==> config.mk <==
export PLATFORM = sky130hd
export DESIGN_NAME = if1_fetch_push_flat
export DESIGN_NICKNAME = d
export VERILOG_FILES = /design/src/rtl/if1_fetch_push_pkg.sv /design/src/rtl/if1_fetch_push_if.sv /design/src/rtl/if1_fetch_push_fetch_block_align.sv /design/src/rtl/if1_fetch_push.sv /design/src/flat_wrapper.sv
export SDC_FILE = /design/constraint.sdc
export NUM_CORES = 1
export LEC_CHECK = 0
export BUFFER_PORTS_ARGS = -buffer_cell sky130_fd_sc_hd__buf_2
export CAP_MARGIN = 40
export CORE_AREA = 2 2 190 192
export DETAILED_ROUTE_END_ITERATION = 6
export DIE_AREA = 0 0 192 194
export PLACE_DENSITY_LB_ADDON = 0.25
export SLEW_MARGIN = 20
export SYNTH_ARGS = -nofsm -noshare
export SYNTH_HDL_FRONTEND = slang
export SYNTH_HIERARCHICAL = 1
export SYNTH_SLANG_ARGS = --single-unit
==> constraint.sdc <==
create_clock -name clk -period 7.98 [get_ports clk]
set_clock_uncertainty 0.1 [all_clocks]
set_input_delay 1.596 -clock clk [delete_from_list [all_inputs] [get_ports clk]]
set_output_delay 1.596 -clock clk [all_outputs]
set_load 0.005 [all_outputs]
==> src/rtl/if1_fetch_push_pkg.sv <==
// Shared constants, FSM states and block-address helpers for the IF1 fetch front end.
package if1_fetch_push_pkg;

  localparam int unsigned IB_WIDTH       = 16;
  localparam int unsigned IB_WIDTH_LOG2  = 4;
  localparam int unsigned IB_DATA_BUS_WD = 64;
  localparam int unsigned PC_LSB         = 32;
  localparam int unsigned INSTR_LSB      = 0;
  localparam int unsigned FETCH_W        = 4;
  localparam int unsigned BLK_DATA_W     = 32 * FETCH_W;
  localparam logic [31:0] DEF_RESET_PC   = 32'h1c00_0000;

  typedef enum logic [1:0] {
    ST_REQ  = 2'd0,
    ST_WAIT = 2'd1,
    ST_DROP = 2'd2
  } fetch_state_e;

  function automatic logic [31:0] blk_addr(input logic [31:0] pc);
    return {pc[31:4], 4'b0000};
  endfunction

  // Next 16-byte block; the 28-bit add wraps naturally at 2^32.
  function automatic logic [31:0] next_blk_addr(input logic [31:0] pc);
    return {pc[31:4] + 28'd1, 4'b0000};
  endfunction

endpackage

==> src/rtl/if1_fetch_push_if.sv <==
// I-cache request/response and IB push bus between the fetch front end (master) and its peers (slave).
interface if1_fetch_push_if
  import if1_fetch_push_pkg::*;
#(
  parameter int unsigned IB_SZ_W  = IB_WIDTH_LOG2 + 1,
  parameter int unsigned ENTRY_WD = IB_DATA_BUS_WD
);

  logic                      ic_req_valid;
  logic [31:0]               ic_req_addr;
  logic                      ic_req_ready;
  logic                      ic_resp_valid;
  logic [BLK_DATA_W-1:0]     ic_resp_data;
  logic [IB_SZ_W-1:0]        if_bf_sz;
  logic [2:0]                push_num;
  logic [FETCH_W*ENTRY_WD-1:0] if1_to_ib;

  modport master (
    output ic_req_valid,
    output ic_req_addr,
    input  ic_req_ready,
    input  ic_resp_valid,
    input  ic_resp_data,
    input  if_bf_sz,
    output push_num,
    output if1_to_ib
  );

  modport slave (
    input  ic_req_valid,
    input  ic_req_addr,
    output ic_req_ready,
    output ic_resp_valid,
    output ic_resp_data,
    output if_bf_sz,
    input  push_num,
    input  if1_to_ib
  );

endinterface

==> src/rtl/if1_fetch_push_fetch_block_align.sv <==
// Packs a 16-byte I-cache block into up to four {pc,instr} IB entries starting at word offset i_off.
module fetch_block_align
  import if1_fetch_push_pkg::*;
#(
  parameter int unsigned ENTRY_WD = IB_DATA_BUS_WD
) (
  input  logic [BLK_DATA_W-1:0]         i_blk_data,
  input  logic [31:0]                   i_blk_addr,
  input  logic [1:0]                    i_off,
  output logic [2:0]                    o_push_num,
  output logic [FETCH_W*ENTRY_WD-1:0]   o_entries
);

  logic [2:0] w_idx;

  assign o_push_num = 3'd4 - {1'b0, i_off};

  // Lane j carries word (off+j); lanes past the end of the block stay zero.
  always_comb begin
    o_entries = '0;
    w_idx     = '0;
    for (int unsigned j = 0; j < FETCH_W; j++) begin
      w_idx = {1'b0, i_off} + 3'(j);
      if (w_idx < 3'd4) begin
        o_entries[j*ENTRY_WD + INSTR_LSB +: 32] = i_blk_data[w_idx[1:0]*32 +: 32];
        o_entries[j*ENTRY_WD + PC_LSB    +: 32] = i_blk_addr + {28'd0, w_idx[1:0], 2'b00};
      end
    end
  end

endmodule

==> src/rtl/if1_fetch_push.sv <==
// IF1 fetch front end: holds the fetch PC, issues one block request at a time under IB credit,
// and pushes the aligned response into the instruction buffer; flush redirects and drops stale data.
module if1_fetch_push
  import if1_fetch_push_pkg::*;
#(
  parameter logic [31:0] RESET_PC = DEF_RESET_PC,
  parameter int unsigned IB_DEPTH = IB_WIDTH,
  parameter int unsigned IB_SZ_W  = IB_WIDTH_LOG2 + 1,
  parameter int unsigned ENTRY_WD = IB_DATA_BUS_WD
) (
  input  logic               clk,
  input  logic               rst,
  input  logic               flush,
  input  logic [31:0]        flush_pc,
  if1_fetch_push_if.master   bus,
  output logic [31:0]        fetch_pc
);

  fetch_state_e r_state;
  fetch_state_e w_state_nxt;
  logic [31:0]  r_fetch_pc;
  logic [31:0]  w_pc_nxt;
  logic         w_credit_ok;
  logic         w_req_valid;
  logic         w_push;
  logic [31:0]  w_req_addr;
  logic [2:0]   w_align_num;
  logic [FETCH_W*ENTRY_WD-1:0] w_align_entries;

  // Only one request is ever outstanding, so a full block of free slots is the whole credit test.
  assign w_credit_ok = (bus.if_bf_sz <= IB_SZ_W'(IB_DEPTH - FETCH_W));
  assign w_req_addr  = blk_addr(r_fetch_pc);

  fetch_block_align #(
    .ENTRY_WD (ENTRY_WD)
  ) u_align (
    .i_blk_data (bus.ic_resp_data),
    .i_blk_addr (w_req_addr),
    .i_off      (r_fetch_pc[3:2]),
    .o_push_num (w_align_num),
    .o_entries  (w_align_entries)
  );

  always_ff @(posedge clk or posedge rst) begin
    if (rst) begin
      r_state    <= ST_REQ;
      r_fetch_pc <= RESET_PC;
    end else begin
      r_state    <= w_state_nxt;
      r_fetch_pc <= w_pc_nxt;
    end
  end

  always_comb begin
    w_state_nxt = r_state;
    w_pc_nxt    = r_fetch_pc;
    w_req_valid = 1'b0;
    w_push      = 1'b0;
    unique case (r_state)
      ST_REQ: begin
        // rst is folded in so the request drops the instant reset asserts.
        w_req_valid = w_credit_ok & ~flush & ~rst;
        if (flush) begin
          w_pc_nxt = flush_pc;
        end else if (w_req_valid && bus.ic_req_ready) begin
          w_state_nxt = ST_WAIT;
        end
      end
      ST_WAIT: begin
        if (flush) begin
          w_pc_nxt    = flush_pc;
          w_state_nxt = bus.ic_resp_valid ? ST_REQ : ST_DROP;
        end else if (bus.ic_resp_valid) begin
          w_push      = 1'b1;
          w_pc_nxt    = next_blk_addr(r_fetch_pc);
          w_state_nxt = ST_REQ;
        end
      end
      ST_DROP: begin
        if (flush) begin
          w_pc_nxt = flush_pc;
        end
        if (bus.ic_resp_valid) begin
          w_state_nxt = ST_REQ;
        end
      end
      default: begin
        w_state_nxt = ST_REQ;
      end
    endcase
  end

  assign bus.ic_req_valid = w_req_valid;
  assign bus.ic_req_addr  = w_req_addr;
  assign bus.push_num     = w_push ? w_align_num : 3'd0;
  assign bus.if1_to_ib    = w_push ? w_align_entries : '0;
  assign fetch_pc         = r_fetch_pc;

endmodule

==> src/flat_wrapper.sv <==
// flat-port wrapper written by rule: the top's interface ports become plain ports
module if1_fetch_push_flat import if1_fetch_push_pkg::*;
#(
  parameter logic [31:0] RESET_PC = DEF_RESET_PC,
  parameter int unsigned IB_DEPTH = IB_WIDTH,
  parameter int unsigned IB_SZ_W  = IB_WIDTH_LOG2 + 1,
  parameter int unsigned ENTRY_WD = IB_DATA_BUS_WD
)
  (clk, rst, flush, flush_pc, fetch_pc, bus_ic_req_valid, bus_ic_req_addr, bus_ic_req_ready, bus_ic_resp_valid, bus_ic_resp_data, bus_if_bf_sz, bus_push_num, bus_if1_to_ib);
  if1_fetch_push_if #(.IB_SZ_W(IB_SZ_W), .ENTRY_WD(ENTRY_WD)) bus_i ();
  input  logic clk;
  input  logic rst;
  input  logic flush;
  input  logic [31:0] flush_pc;
  output logic [31:0] fetch_pc;
  output wire logic [$bits(bus_i.ic_req_valid)-1:0] bus_ic_req_valid;
  output wire logic [$bits(bus_i.ic_req_addr)-1:0] bus_ic_req_addr;
  input wire logic [$bits(bus_i.ic_req_ready)-1:0] bus_ic_req_ready;
  input wire logic [$bits(bus_i.ic_resp_valid)-1:0] bus_ic_resp_valid;
  input wire logic [$bits(bus_i.ic_resp_data)-1:0] bus_ic_resp_data;
  input wire logic [$bits(bus_i.if_bf_sz)-1:0] bus_if_bf_sz;
  output wire logic [$bits(bus_i.push_num)-1:0] bus_push_num;
  output wire logic [$bits(bus_i.if1_to_ib)-1:0] bus_if1_to_ib;
  assign bus_ic_req_valid = bus_i.ic_req_valid;
  assign bus_ic_req_addr = bus_i.ic_req_addr;
  assign bus_i.ic_req_ready = bus_ic_req_ready;
  assign bus_i.ic_resp_valid = bus_ic_resp_valid;
  assign bus_i.ic_resp_data = bus_ic_resp_data;
  assign bus_i.if_bf_sz = bus_if_bf_sz;
  assign bus_push_num = bus_i.push_num;
  assign bus_if1_to_ib = bus_i.if1_to_ib;
  if1_fetch_push #(.RESET_PC(RESET_PC), .IB_DEPTH(IB_DEPTH), .IB_SZ_W(IB_SZ_W), .ENTRY_WD(ENTRY_WD)) u_core (.clk(clk), .rst(rst), .flush(flush), .flush_pc(flush_pc), .bus(bus_i), .fetch_pc(fetch_pc));
endmodule
==> reports/metrics.csv <==
metric;value;unit
status;finished, final reports clean;
whs_endpoint;u_core/fetch_pc[0];
area_growth_syn_to_layout;25.5;%
die_w;192;um
p_per_area;93.3;nW/um2
synth_top_area_frac;0.215;
wl;44500;um
grt_pass1_vias;10447;
synth_top_family_by_area;simple AND/OR/NAND/NOR gates;
muxShareOfSynthArea;0.248;
async_reset_ff_frac;1.00;
grt_setup_unrepaired;no;
setup_ws;2.53;ns
ys_warn_count;6;
final_area;12600;um2
synth_area;10100;um2
end_kind;output pin;
peakVddDrop;129;uV
grtUsageMet2;0.382;
postCtsSetupRepairBufs;0;
synth.area.top_cells;mux4_2, and2_1, dfrtp_1, a21oi_1, nor2_1;
drv_slew;0;
tightest_slew;0.835;ns
clock_latency;0.29;ns
first_iter_violations;706;
first_pass_iters;5;
leakage;5.83;nW
drt-wirelength-per-cell;21.2;um
drv_cap;0;
via_per_inst;5.45;
syn-instance-count;1278;
synth_ff_type;dfrtp_1;
cts_buffers;5;
fin_crit;5.45;ns
hp-class;register to register;
dieArea;37200;um2
vias;11415;
cts_hold_buf;0;
r2r_end;u_core/fetch_pc[25];
antenna_found_initial;2;
avgSynthCellArea;7.87;um2
p_total;1.18;mW
ys_seq_elements;34;
start_util;0.286;
period_share;0.683;
ff2ff_setup_slack;5.33;ns
core_area;35200;um2
min_from;u_core/fetch_pc[0];
root_buffer;clkbuf_16;
cp-start-kind;register;
synthAdderAreaFrac;0.0192;
slew_headroom;0.443;
clk_pin_slew;0.06;ns
finalHoldViolations;0;
boundaryPins;494;
grt_pass1_wl;65400;um
yosysTopAreaCell;mux4_2;
gp_congestion;0.902;
final_nets;1814;
hold_depth;1;
clock-sinks;34;
fmax;0.184;GHz
crit_required;6.28;ns
final.setup.tns;0;ns
post-place-ws;2.46;ns
tritoncts;built;
instances_no_fill;2094;
layout-drive-gt1-share;0.382;
busiest_layer;met2;
setup_viol;0;
drc;0;
critical_path_class;register to output pin;
io_buffers;481;
synth_compound_gate_area_share;0.116;
grt_max_degree;168;
reg2reg_depth;5;
postCtsResizedCells;0;
ant_nets;0;
die_y;194;um
worstPathArrival;3.75;ns
synth_cell_types;68;
use_met3;0.0243;
htree_levels;2;
clockBufferDepth;2;
dpl.hpwl;33700;um
reg2reg_from;u_core/fetch_pc[6];
overflow;0;
grt_usage;0.225;
grt_util_met1;0.305;
placement.cell_area;12400;um2
synth_xor_area_frac;0.0505;
placed_cells_incl_taps;2083;
rows;69;
critical_path.max_fanout;45;
synth_seq_area_share;0.0850;
synthSimpleGateAreaFrac;0.387;
synth_enable_flop_cells;0;
## critical path: stages (launching register included)
cell and delay (ns):
dfrtp_4 0.79, inv_1 0.29, ha_4 0.83, buf_4 0.48, inv_1 0.16, fa_1 0.46
nor2_1 0.14, and2_1 0.15, buf_2 0.11
## through the flow
step	utilization	hold WS, ns
after floorplan	-	0.389
after global placement	0.351	0.377
after detailed placement	0.352	0.385
after CTS	0.358	0.400
after global routing	0.358	0.440
final	0.358	0.398
## logic make-up after synthesis
family / count (synthesis)
AND/OR/NAND/NOR: 662
AO/OA/AOI/OAI: 195
buffers and inverters: 186
multiplexers: 129
XOR/XNOR: 58
flip-flops: 34
adder cells (fa/ha/maj): 13
other: 1
## state kept, by name, indices dropped and copies added (netlist names)
| name | count |
|---|---|
| u_core/fetch_pc | 32 |
| u_core/r_state | 2 |
## how the worst max path moves through the flow
stage,startpoint,end,cells past startpoint
finish,u_core/fetch_pc[3],bus_if1_to_ib[99],8
global placement,flush,bus_if1_to_ib[244],6
detailed placement,flush,bus_if1_to_ib[40],6
CTS,u_core/fetch_pc[3],bus_if1_to_ib[99],8
floorplan,u_core/fetch_pc[2],bus_if1_to_ib[99],12
global route,u_core/fetch_pc[3],bus_if1_to_ib[99],8
## area by class of cell
cell class	count	area (um2)
clock buffer	5	125
fill	3789	22600
multi-input combinational	1076	8350
inverter	17	63.8
clock inverter	3	68.8
sequential	34	862
tap	461	577
antenna	1	2.50
timing repair buffer	497	2570
## power breakdown
group          internal [mW]  switching [mW]  total [mW]
Combinational          0.318           0.326       0.644
Clock                  0.179          0.0790       0.258
Sequential             0.189          0.0857       0.275
Total                  0.687           0.491        1.18
## layer usage
layer  share of wire  wire length, um  vias up
met3           0.068             3040       57
met2            0.49            21600      539
met1            0.42            18800     5590
li1                -                -     5227
met5         0.00040               18        -
met4           0.022              960        2
## layout by cell type, fill, tap and decap left out, types with 36 or more instances in the layout
master and instances:
nor2_1 97, buf_2 481, o21ai_0 53, nor2b_1 37, or3_1 44, a21oi_1 78, nand2_1 36, mux4_2 96
and2_1 299, xor2_1 38
## cells in the mapped netlist, drive strengths merged (4+ instances only)
cell type and count:
and2 300, buf 114, nor2 97, mux4 96, a21oi 79, clkbuf 55, o21ai 54, or3 44
nor2b 38, xor2 38, nand2 37, mux2i 33, dfrtp 31, nand3 27, nor3 26, nand4 24
and4 22, xnor2 20, inv 17, or4 14, o31ai 10, ha 9, nor4 8, and3 7
a211oi 5, a21o 5, nand2b 5, o22ai 5, a32o 4, fa 4, o22a 4
Power figures use the tool's default switching activity.
